### src/rtl/conv_pkg.sv
// Shared constants for the convolution display interface and the result collector FSM.
// Display-state codes match top.display_current_state; engine indices select bank rows.
package conv_pkg;

    localparam logic [2:0] DS_IDLE        = 3'd0;
    localparam logic [2:0] DS_RUN_SINGLE  = 3'd1;
    localparam logic [2:0] DS_RUN_SYS3    = 3'd2;
    localparam logic [2:0] DS_RUN_SYS2    = 3'd3;
    localparam logic [2:0] DS_SHOW_SINGLE = 3'd4;
    localparam logic [2:0] DS_SHOW_SYS3   = 3'd5;
    localparam logic [2:0] DS_SHOW_SYS2   = 3'd6;
    localparam logic [2:0] DS_FINISH      = 3'd7;

    localparam int N_ENG      = 3;
    localparam int ENG_SINGLE = 0;
    localparam int ENG_SYS3   = 1;
    localparam int ENG_SYS2   = 2;

    typedef logic [1:0] fsm_state_t;

    localparam fsm_state_t S_IDLE    = 2'd0;
    localparam fsm_state_t S_COLLECT = 2'd1;
    localparam fsm_state_t S_CHECK   = 2'd2;
    localparam fsm_state_t S_DONE    = 2'd3;

    // True for the three SHOW_* states that carry a result element.
    function automatic logic is_show(input logic [2:0] st);
        return (st >= DS_SHOW_SINGLE) && (st <= DS_SHOW_SYS2);
    endfunction

endpackage

### src/rtl/conv_bank_cmp.sv
// Combinational element-wise compare of two result rows.
// Only positions marked valid in both rows take part in the compare.
module conv_bank_cmp #(
    parameter int DATA_W = 8,
    parameter int N_ELEM = 4
) (
    input  logic [N_ELEM-1:0][DATA_W-1:0] ref_data,
    input  logic [N_ELEM-1:0][DATA_W-1:0] cmp_data,
    input  logic [N_ELEM-1:0]             ref_vld,
    input  logic [N_ELEM-1:0]             cmp_vld,
    output logic                          differ
);

    always_comb begin
        differ = 1'b0;
        for (int i = 0; i < N_ELEM; i++) begin
            if (ref_vld[i] && cmp_vld[i] && (ref_data[i] != cmp_data[i]))
                differ = 1'b1;
        end
    end

endmodule

### src/rtl/conv_result_collector.sv
// Captures the serialized 2x2 results of the three convolution engines into a 12-entry bank.
// Optional build macro CONV_COLLECT_CHECK_EN adds the systolic-vs-single cross-check.
import conv_pkg::*;

module conv_result_collector #(
    parameter int DATA_W = 8,
    parameter int N_ELEM = 4
) (
    input  logic              clk,
    input  logic              reset,
    input  logic              run,
    input  logic [DATA_W-1:0] result_in,
    input  logic [2:0]        state_in,
    input  logic              ack,
    input  logic [3:0]        rd_sel,
    output logic [DATA_W-1:0] rd_data,
    output logic              done,
    output logic              incomplete,
    output logic              overflow,
    output logic [1:0]        mismatch,
    output logic [3:0]        count
);

    localparam int N_SLOT = N_ENG * N_ELEM;
    localparam int CW     = $clog2(N_ELEM + 1);

    fsm_state_t                        state;
    logic                              run_q;
    logic [N_SLOT-1:0][DATA_W-1:0]     bank;
    logic [N_ENG-1:0][CW-1:0]          elem_cnt;
    logic [3:0]                        count_q;
    logic                              incomplete_q;
    logic                              overflow_q;

    logic                              run_edge;
    logic                              cap;
    logic [1:0]                        eng;
    logic                              eng_full;
    logic                              all_full;

    assign run_edge = run & ~run_q;
    assign cap      = (state == S_COLLECT) && is_show(state_in);
    assign eng      = state_in[1:0];

    always_comb begin
        eng_full = 1'b0;
        all_full = 1'b1;
        for (int e = 0; e < N_ENG; e++) begin
            if (eng == 2'(e) && elem_cnt[e] == CW'(N_ELEM))
                eng_full = 1'b1;
            if (elem_cnt[e] != CW'(N_ELEM))
                all_full = 1'b0;
        end
    end

    // A run edge restarts collection from any state and outranks capture and ack.
    always_ff @(posedge clk or negedge reset) begin
        if (!reset) begin
            state        <= S_IDLE;
            run_q        <= 1'b0;
            bank         <= '0;
            elem_cnt     <= '0;
            count_q      <= '0;
            incomplete_q <= 1'b0;
            overflow_q   <= 1'b0;
        end else begin
            run_q <= run;
            if (run_edge) begin
                state        <= S_COLLECT;
                bank         <= '0;
                elem_cnt     <= '0;
                count_q      <= '0;
                incomplete_q <= 1'b0;
                overflow_q   <= 1'b0;
            end else begin
                case (state)
                    S_COLLECT: begin
                        if (cap && eng_full)
                            overflow_q <= 1'b1;
                        for (int e = 0; e < N_ENG; e++) begin
                            for (int i = 0; i < N_ELEM; i++) begin
                                if (cap && !eng_full && eng == 2'(e) && elem_cnt[e] == CW'(i)) begin
                                    bank[e*N_ELEM + i] <= result_in;
                                    elem_cnt[e]        <= elem_cnt[e] + CW'(1);
                                end
                            end
                        end
                        if (cap && !eng_full && count_q != 4'hF)
                            count_q <= count_q + 4'd1;
                        if (all_full) begin
                            state <= S_CHECK;
                        end else if (state_in == DS_FINISH) begin
                            state <= S_CHECK;
                            if (count_q < 4'(N_SLOT))
                                incomplete_q <= 1'b1;
                        end
                    end
                    S_CHECK: state <= S_DONE;
                    S_DONE:  if (ack) state <= S_IDLE;
                    default: ;
                endcase
            end
        end
    end

`ifdef CONV_COLLECT_CHECK_EN
    logic [N_ENG-1:0][N_ELEM-1:0] vld;
    logic [1:0]                   mismatch_nxt;
    logic [1:0]                   mismatch_q;

    // Element i of a row is valid once that engine has captured more than i samples.
    always_comb begin
        vld = '0;
        for (int e = 0; e < N_ENG; e++)
            for (int i = 0; i < N_ELEM; i++)
                vld[e][i] = CW'(i) < elem_cnt[e];
    end

    conv_bank_cmp #(.DATA_W(DATA_W), .N_ELEM(N_ELEM)) u_cmp_sys3 (
        .ref_data (bank[ENG_SINGLE*N_ELEM +: N_ELEM]),
        .cmp_data (bank[ENG_SYS3*N_ELEM +: N_ELEM]),
        .ref_vld  (vld[ENG_SINGLE]),
        .cmp_vld  (vld[ENG_SYS3]),
        .differ   (mismatch_nxt[0])
    );

    conv_bank_cmp #(.DATA_W(DATA_W), .N_ELEM(N_ELEM)) u_cmp_sys2 (
        .ref_data (bank[ENG_SINGLE*N_ELEM +: N_ELEM]),
        .cmp_data (bank[ENG_SYS2*N_ELEM +: N_ELEM]),
        .ref_vld  (vld[ENG_SINGLE]),
        .cmp_vld  (vld[ENG_SYS2]),
        .differ   (mismatch_nxt[1])
    );

    always_ff @(posedge clk or negedge reset) begin
        if (!reset)
            mismatch_q <= 2'b00;
        else if (run_edge)
            mismatch_q <= 2'b00;
        else if (state == S_CHECK)
            mismatch_q <= mismatch_nxt;
    end

    assign mismatch = mismatch_q;
`else
    assign mismatch = 2'b00;
`endif

    always_comb begin
        rd_data = '0;
        if (rd_sel < 4'(N_SLOT))
            rd_data = bank[rd_sel];
    end

    assign done       = (state == S_DONE);
    assign incomplete = incomplete_q;
    assign overflow   = overflow_q;
    assign count      = count_q;

endmodule

### config.mk
export PLATFORM = sky130hd
export DESIGN_NAME = conv_result_collector
export DESIGN_NICKNAME = d
export VERILOG_FILES = /design/src/rtl/conv_pkg.sv /design/src/rtl/conv_bank_cmp.sv /design/src/rtl/conv_result_collector.sv
export SDC_FILE = /design/constraint.sdc
export NUM_CORES = 1
export LEC_CHECK = 0
export CAP_MARGIN = 20
export CORE_ASPECT_RATIO = 1.75
export CORE_MARGIN = 4
export CORE_UTILIZATION = 50
export CTS_CLUSTER_SIZE = 8
export DETAILED_ROUTE_END_ITERATION = 8
export PLACE_DENSITY = 0.69
export SLEW_MARGIN = 20
export SYNTH_ARGS = -nofsm -noshare
export SYNTH_HDL_FRONTEND = slang
export SYNTH_SLANG_ARGS = --single-unit
### constraint.sdc
create_clock -name clk -period 3.73 [get_ports clk]
set_input_delay 0.746 -clock clk [delete_from_list [all_inputs] [get_ports clk]]
set_output_delay 0.746 -clock clk [all_outputs]
set_load 0.01 [all_outputs]
* After elaboration in Yosys (flattened, before gate mapping)
Index checks and enable logic that the tools add are counted.
Word-level totals: register bits after elaboration 114, latch bits 0, bits in writable memories 0, ROM bits 0, input bits 19, output and inout bits 17, word-level logic and storage cells 177, memories 0
Operators by class: $add $sub $neg 4, $mul 0, divide/modulo/power cells 0, $lt $le $gt $ge 5, eq/ne operators 25, shift operators 0, muxes and demuxes 53, bitwise logic cells 2, reduce and logical (&&, ||, !) cells 68
Operators by type and width (number):
- $mux 96 | 2
- $mux 8 | 14
- $mux 3 | 12
- $reduce_and 2->1 | 17
- $reduce_bool 2->1 | 17
- $bmux 8 s4 | 1
- $logic_and 1x1->1 | 23
- $eq 3x2->1 const B | 6
- $mux 9 | 2
- $reduce_bool 5->1 | 3
- $mux 1 | 14
- $eq 3x3->1 const B | 4
- $mux 4 | 3
- $add 3x1->3 const B | 3
- $eq 3x1->1 const B | 3
- $logic_not 3->1 | 3
- $ne 3x3->1 const B | 3
- $lt 4x4->1 const B | 2
- $mux 2 | 4
- $eq 2x2->1 const B | 3
- $pmux 2 s3 | 1
- $lt 4x5->1 const B | 1
- $add 4x1->4 const B | 1
- $eq 2x1->1 const B | 2
- other kinds (13) | 13

* Logic depth before layout (Yosys ltp)
depth in word-level cells 15, mapped depth 8, mapped depth without buffers 6

* Worst setup path after synthesis
OpenSTA, ideal clock, no wires.
kind input to output, start point in rd_sel[0], end point out rd_data[3], data arrival time 2.006 ns, required time 2.984 ns, setup slack 0.978 ns, stages 5, path buffers 2, path through buf_2 -> buf_2 -> mux4_2 -> mux2i_1 -> o22ai_1
Between the ends: cells in the longest elaborated chain, start to end 3, elaborated cells between the ends (all ways) 4, those cells by class order compare: 1; mux: 3
RTL lines:
- from (decl) | RTL line conv_result_collector.sv:15 | input logic [3:0] rd_sel,
- $bmux 8 s4 | RTL line conv_result_collector.sv:152 | rd_data = bank[rd_sel];
- $mux 8 (implied by the code) | RTL line conv_result_collector.sv:152
- $mux 8 * | RTL line conv_result_collector.sv:151 | if (rd_sel < 4'(N_SLOT))
- to (decl) | RTL line conv_result_collector.sv:16 | output logic [DATA_W-1:0] rd_data,
Mark *: on every way between the ends. The rest lies on a longest branch, timed or not. The select of a mux whose other input is x is not followed.

* Worst setup path after layout
start point in rd_sel[3], end point out rd_data[3]
Same word-level chain as after synthesis.

==> results_tabular.tex <==
\begin{tabular}{lr}
\hline
Metric & Value \\
\hline
\multicolumn{2}{l}{\textbf{STA}} \\
Maximum clock frequency & 291 MHz \\
Worst-case setup margin in the final layout & 0.298 ns \\
Worst hold margin & 0.221 ns \\
Slew HR & 51.1\% \\
Final Hold Vio Count & 0 \\
Worst Tran Pin Value & 0.731 ns \\
Final setup vio count & 0 \\
Crit share post-route & 92.0\% \\
Pins Over Slew Limit & 0 \\
Setup repair after global routing missed its margin & no \\
Max Clock Skew & 0.00641 ns \\
Tmin final & 3.43 ns \\
Total Negative Setup Slacks & 0 ns \\
\multicolumn{2}{l}{\textbf{Drt}} \\
DRT antenna net count & 0 \\
Number of design rule violations left after detail routing & 0 \\
Avg WL per Cell & 19.7 um \\
Detail-routed via count per cell & 5.89 \\
Routed vias & 4124 \\
Detailed router's first-iteration violation count & 262 \\
Routed Wire Length & 13800 um \\
First-pass DRT Iterations & 4 \\
\multicolumn{2}{l}{\textbf{Job}} \\
Max Cap Violations & 0 \\
\multicolumn{2}{l}{\textbf{Placed design}} \\
Number of buffers inserted by port buffering & 33 \\
Count of placed standard cells including taps & 668 \\
Post-DP HPWL & 9140 um \\
Final weighted congestion of routability-driven global placement & 0.797 \\
Post-placement setup slack & 0.282 ns \\
Placed Area & 6430 um\^{}2 \\
\multicolumn{2}{l}{\textbf{Clocking}} \\
Worst skew pair latency & 0.41 ns \\
Number of CTS-inserted buffers & 17 \\
Cells resized by post-CTS repair & 0 \\
Number of sinks on the clock net & 114 \\
CTS clk-pin slew, worst paths & 0.05 ns \\
CTS tree & done \\
Worst-case clock buffer depth & 2 \\
Hold buffers post-CTS & 0 \\
Clock root buffer & sky130\_fd\_sc\_hd\_\_clkbuf\_16 \\
Maximum level of the CTS H-tree & 4 \\
Postcts setup bufs & 0 \\
\multicolumn{2}{l}{\textbf{Yosys}} \\
Area share of the leading cell type in the synthesized netlist & 47.3\% \\
Register area share after synthesis & 47.3\% \\
Share of synthesized flip-flops with an asynchronous set or reset & 100\% \\
Netlist area before placement & 6030 um\^{}2 \\
Dominant cell type by area after synthesis & sky130\_fd\_sc\_hd\_\_dfrtp\_1 \\
Cells after Synth & 532 \\
Seq cells post-synth & 114 \\
Yosys warns & 0 \\
Mean instance size in the synthesized netlist & 11.3 um\^{}2 \\
Biggest area contributors in the synthesized netlist & sky130\_fd\_sc\_hd\_\_dfrtp\_1 (47\%), sky130\_fd\_sc\_hd\_\_mux2i\_1 (18\%), sky130\_fd\_sc\_hd\_\_mux4\_2 (9.0\%), sky130\_fd\_sc\_hd\_\_nor2\_1 (6.5\%), sky130\_fd\_sc\_hd\_\_ha\_1 (4.1\%) \\
Library cells used by synthesis & 45 \\
Top-count cell post-synth & sky130\_fd\_sc\_hd\_\_dfrtp\_1 \\
Flip-flop cell with the highest count after synthesis & sky130\_fd\_sc\_hd\_\_dfrtp\_1 \\
Top post-synthesis cells by count & sky130\_fd\_sc\_hd\_\_dfrtp\_1 (114), sky130\_fd\_sc\_hd\_\_mux2i\_1 (106), sky130\_fd\_sc\_hd\_\_nor2\_1 (105) \\
Number of synthesized flops with an enable pin & 0 \\
\multicolumn{2}{l}{\textbf{Cells and area}} \\
Final standard cell count with taps included and fillers excluded & 700 \\
Final net count & 591 \\
Storage element area & 2850 um\^{}2 \\
Antenna Diode Count & 0 \\
Fraction of final layout cells with drive strength greater than 1 & 13.3\% \\
Combined area of the multi-input logic cells & 2880 um\^{}2 \\
Area growth, synth to finish & 16.3\% \\
Final non-filler cell area & 7010 um\^{}2 \\
Number of inserted filler cells in the final layout & 955 \\
Core utilization of the finished layout & 59.9\% \\
\multicolumn{2}{l}{\textbf{GRT}} \\
GRT Overall Usage & 21.1\% \\
Antenna violations before repair & 0 \\
Via count of the first global-routing pass & 4360 \\
Pin count of the biggest net entering global routing & 95 \\
First-pass GRT wire length & 22700 um \\
GRT overflow & 0 \\
\multicolumn{2}{l}{\textbf{Worst setup path}} \\
Worst Setup EP & rd\_data[3] \\
Logic depth of the worst register-to-register path & 6 \\
Largest driver fanout on the critical path & 17 \\
Data required time of the critical path & 2.98 ns \\
Capturing element type of the critical path & output port \\
Reg2reg start & state[1]\$\_DFFE\_PN0P\_ \\
R2r setup slk & 1.45 ns \\
Reg-to-Reg End & bank[31]\$\_DFFE\_PN0P\_ \\
Timing startpoint of the critical path & rd\_sel[3] \\
Kind of critical path & in2out \\
Kind of launch point of the worst setup path & input port \\
Worst Path Arrival & 2.69 ns \\
\multicolumn{2}{l}{\textbf{Run status}} \\
Outcome & finished, final reports clean \\
\multicolumn{2}{l}{\textbf{Die}} \\
Number of rows created at floorplan & 52 \\
Die boundary height & 153 um \\
Floorplan die width & 91.0 um \\
Number of placed I/O pins & 36 \\
Die Outline Area & 14000 um\^{}2 \\
Core footprint & 11700 um\^{}2 \\
Starting utilization of the core area & 51.5\% \\
\multicolumn{2}{l}{\textbf{Power}} \\
Leakage power & 3.46 nW \\
Post-route total power & 3.59 mW \\
Highest ir drop seen on vdd & 355 uV \\
Power density over the cells & 512 nW/um\^{}2 \\
\multicolumn{2}{l}{\textbf{Hold path}} \\
Worst hold path type & in2async \\
\hline
\end{tabular}
## worst max-delay path, stage by stage
cell                              delay, ns
sky130_fd_sc_hd__clkdlybuf4s50_1       0.50
sky130_fd_sc_hd__buf_12                0.17
sky130_fd_sc_hd__mux4_2                0.29
sky130_fd_sc_hd__mux2i_1               0.29
sky130_fd_sc_hd__o22ai_1               0.16
sky130_fd_sc_hd__clkdlybuf4s50_1       0.50
## registers in the layout, indices dropped and copies added (netlist names)
register    flops
bank           96
count           4
incomplete      1
overflow        1
run_q           1
elem_cnt        9
state           2
## kinds of logic (layout without fill, tap and decap cells)
kind of cell    Yosys count  after routing  share of synthesized area (%)
compound gates           42             42                           4.69
fa+ha+maj                20             20                           4.15
simple gates            159            159                           12.2
other cells               1              2                         0.0622
flops                   114            114                           47.3
mux                     130            130                           26.6
buf+inv                  66             98                           5.08
## power breakdown
part	switching, mW	internal (mW)	leakage, nW
combinational	0.337	0.262	1.61
clock	0.561	1.03	0.275
sequential	0.0719	1.33	1.58
## layout make-up
cell class / instances / share of cell area (%)
Clock buffer: 23 / 6.82
Clock inverter: 9 / 1.50
Inverter: 22 / 1.18
Multi-Input combinational cell: 353 / 41.1
Sequential cell: 114 / 40.7
Tap cell: 135 / 2.41
Timing Repair Buffer: 44 / 6.32
## routing by layer
metal	GRT usage, %	part of all wire [%]
met3	4.82	5.0
met2	37.2	54
met4	8.35	3.1
met5	0	0
met1	24.6	38
## cells in the final DEF, fill, tap and decap left out, types with 4 or more instances in the layout
cell                                n
sky130_fd_sc_hd__clkbuf_16         17
sky130_fd_sc_hd__clkinvlp_4         4
sky130_fd_sc_hd__nand4b_1           4
sky130_fd_sc_hd__o22ai_1           11
sky130_fd_sc_hd__nor2_1           105
sky130_fd_sc_hd__mux2i_1          106
sky130_fd_sc_hd__o21ai_0            5
sky130_fd_sc_hd__mux4_2            24
sky130_fd_sc_hd__nand3_1           10
sky130_fd_sc_hd__clkdlybuf4s50_1   31
sky130_fd_sc_hd__nand2_1           13
sky130_fd_sc_hd__a21oi_1            8
sky130_fd_sc_hd__inv_1             22
sky130_fd_sc_hd__buf_4              9
sky130_fd_sc_hd__nand3_2            4
sky130_fd_sc_hd__dfrtp_1          114
sky130_fd_sc_hd__ha_1              20
sky130_fd_sc_hd__and3_1             7
## worst min-delay path by stage
stage | end | depth (start not counted) | slack (ns) | from
floorplan | bank[0]$_DFFE_PN0P_ | 0 | 0.45 | reset
global placement | incomplete$_DFFE_PN0P_ | 2 | 0.48 | incomplete$_DFFE_PN0P_
detailed placement | overflow$_DFFE_PN0P_ | 2 | 0.49 | overflow$_DFFE_PN0P_
CTS | bank[1]$_DFFE_PN0P_ | 1 | 0.22 | reset
global route | count[0]$_DFFE_PN0P_ | 1 | 0.23 | reset
finish | overflow$_DFFE_PN0P_ | 1 | 0.22 | reset
(Power assumes the default switching activity.)
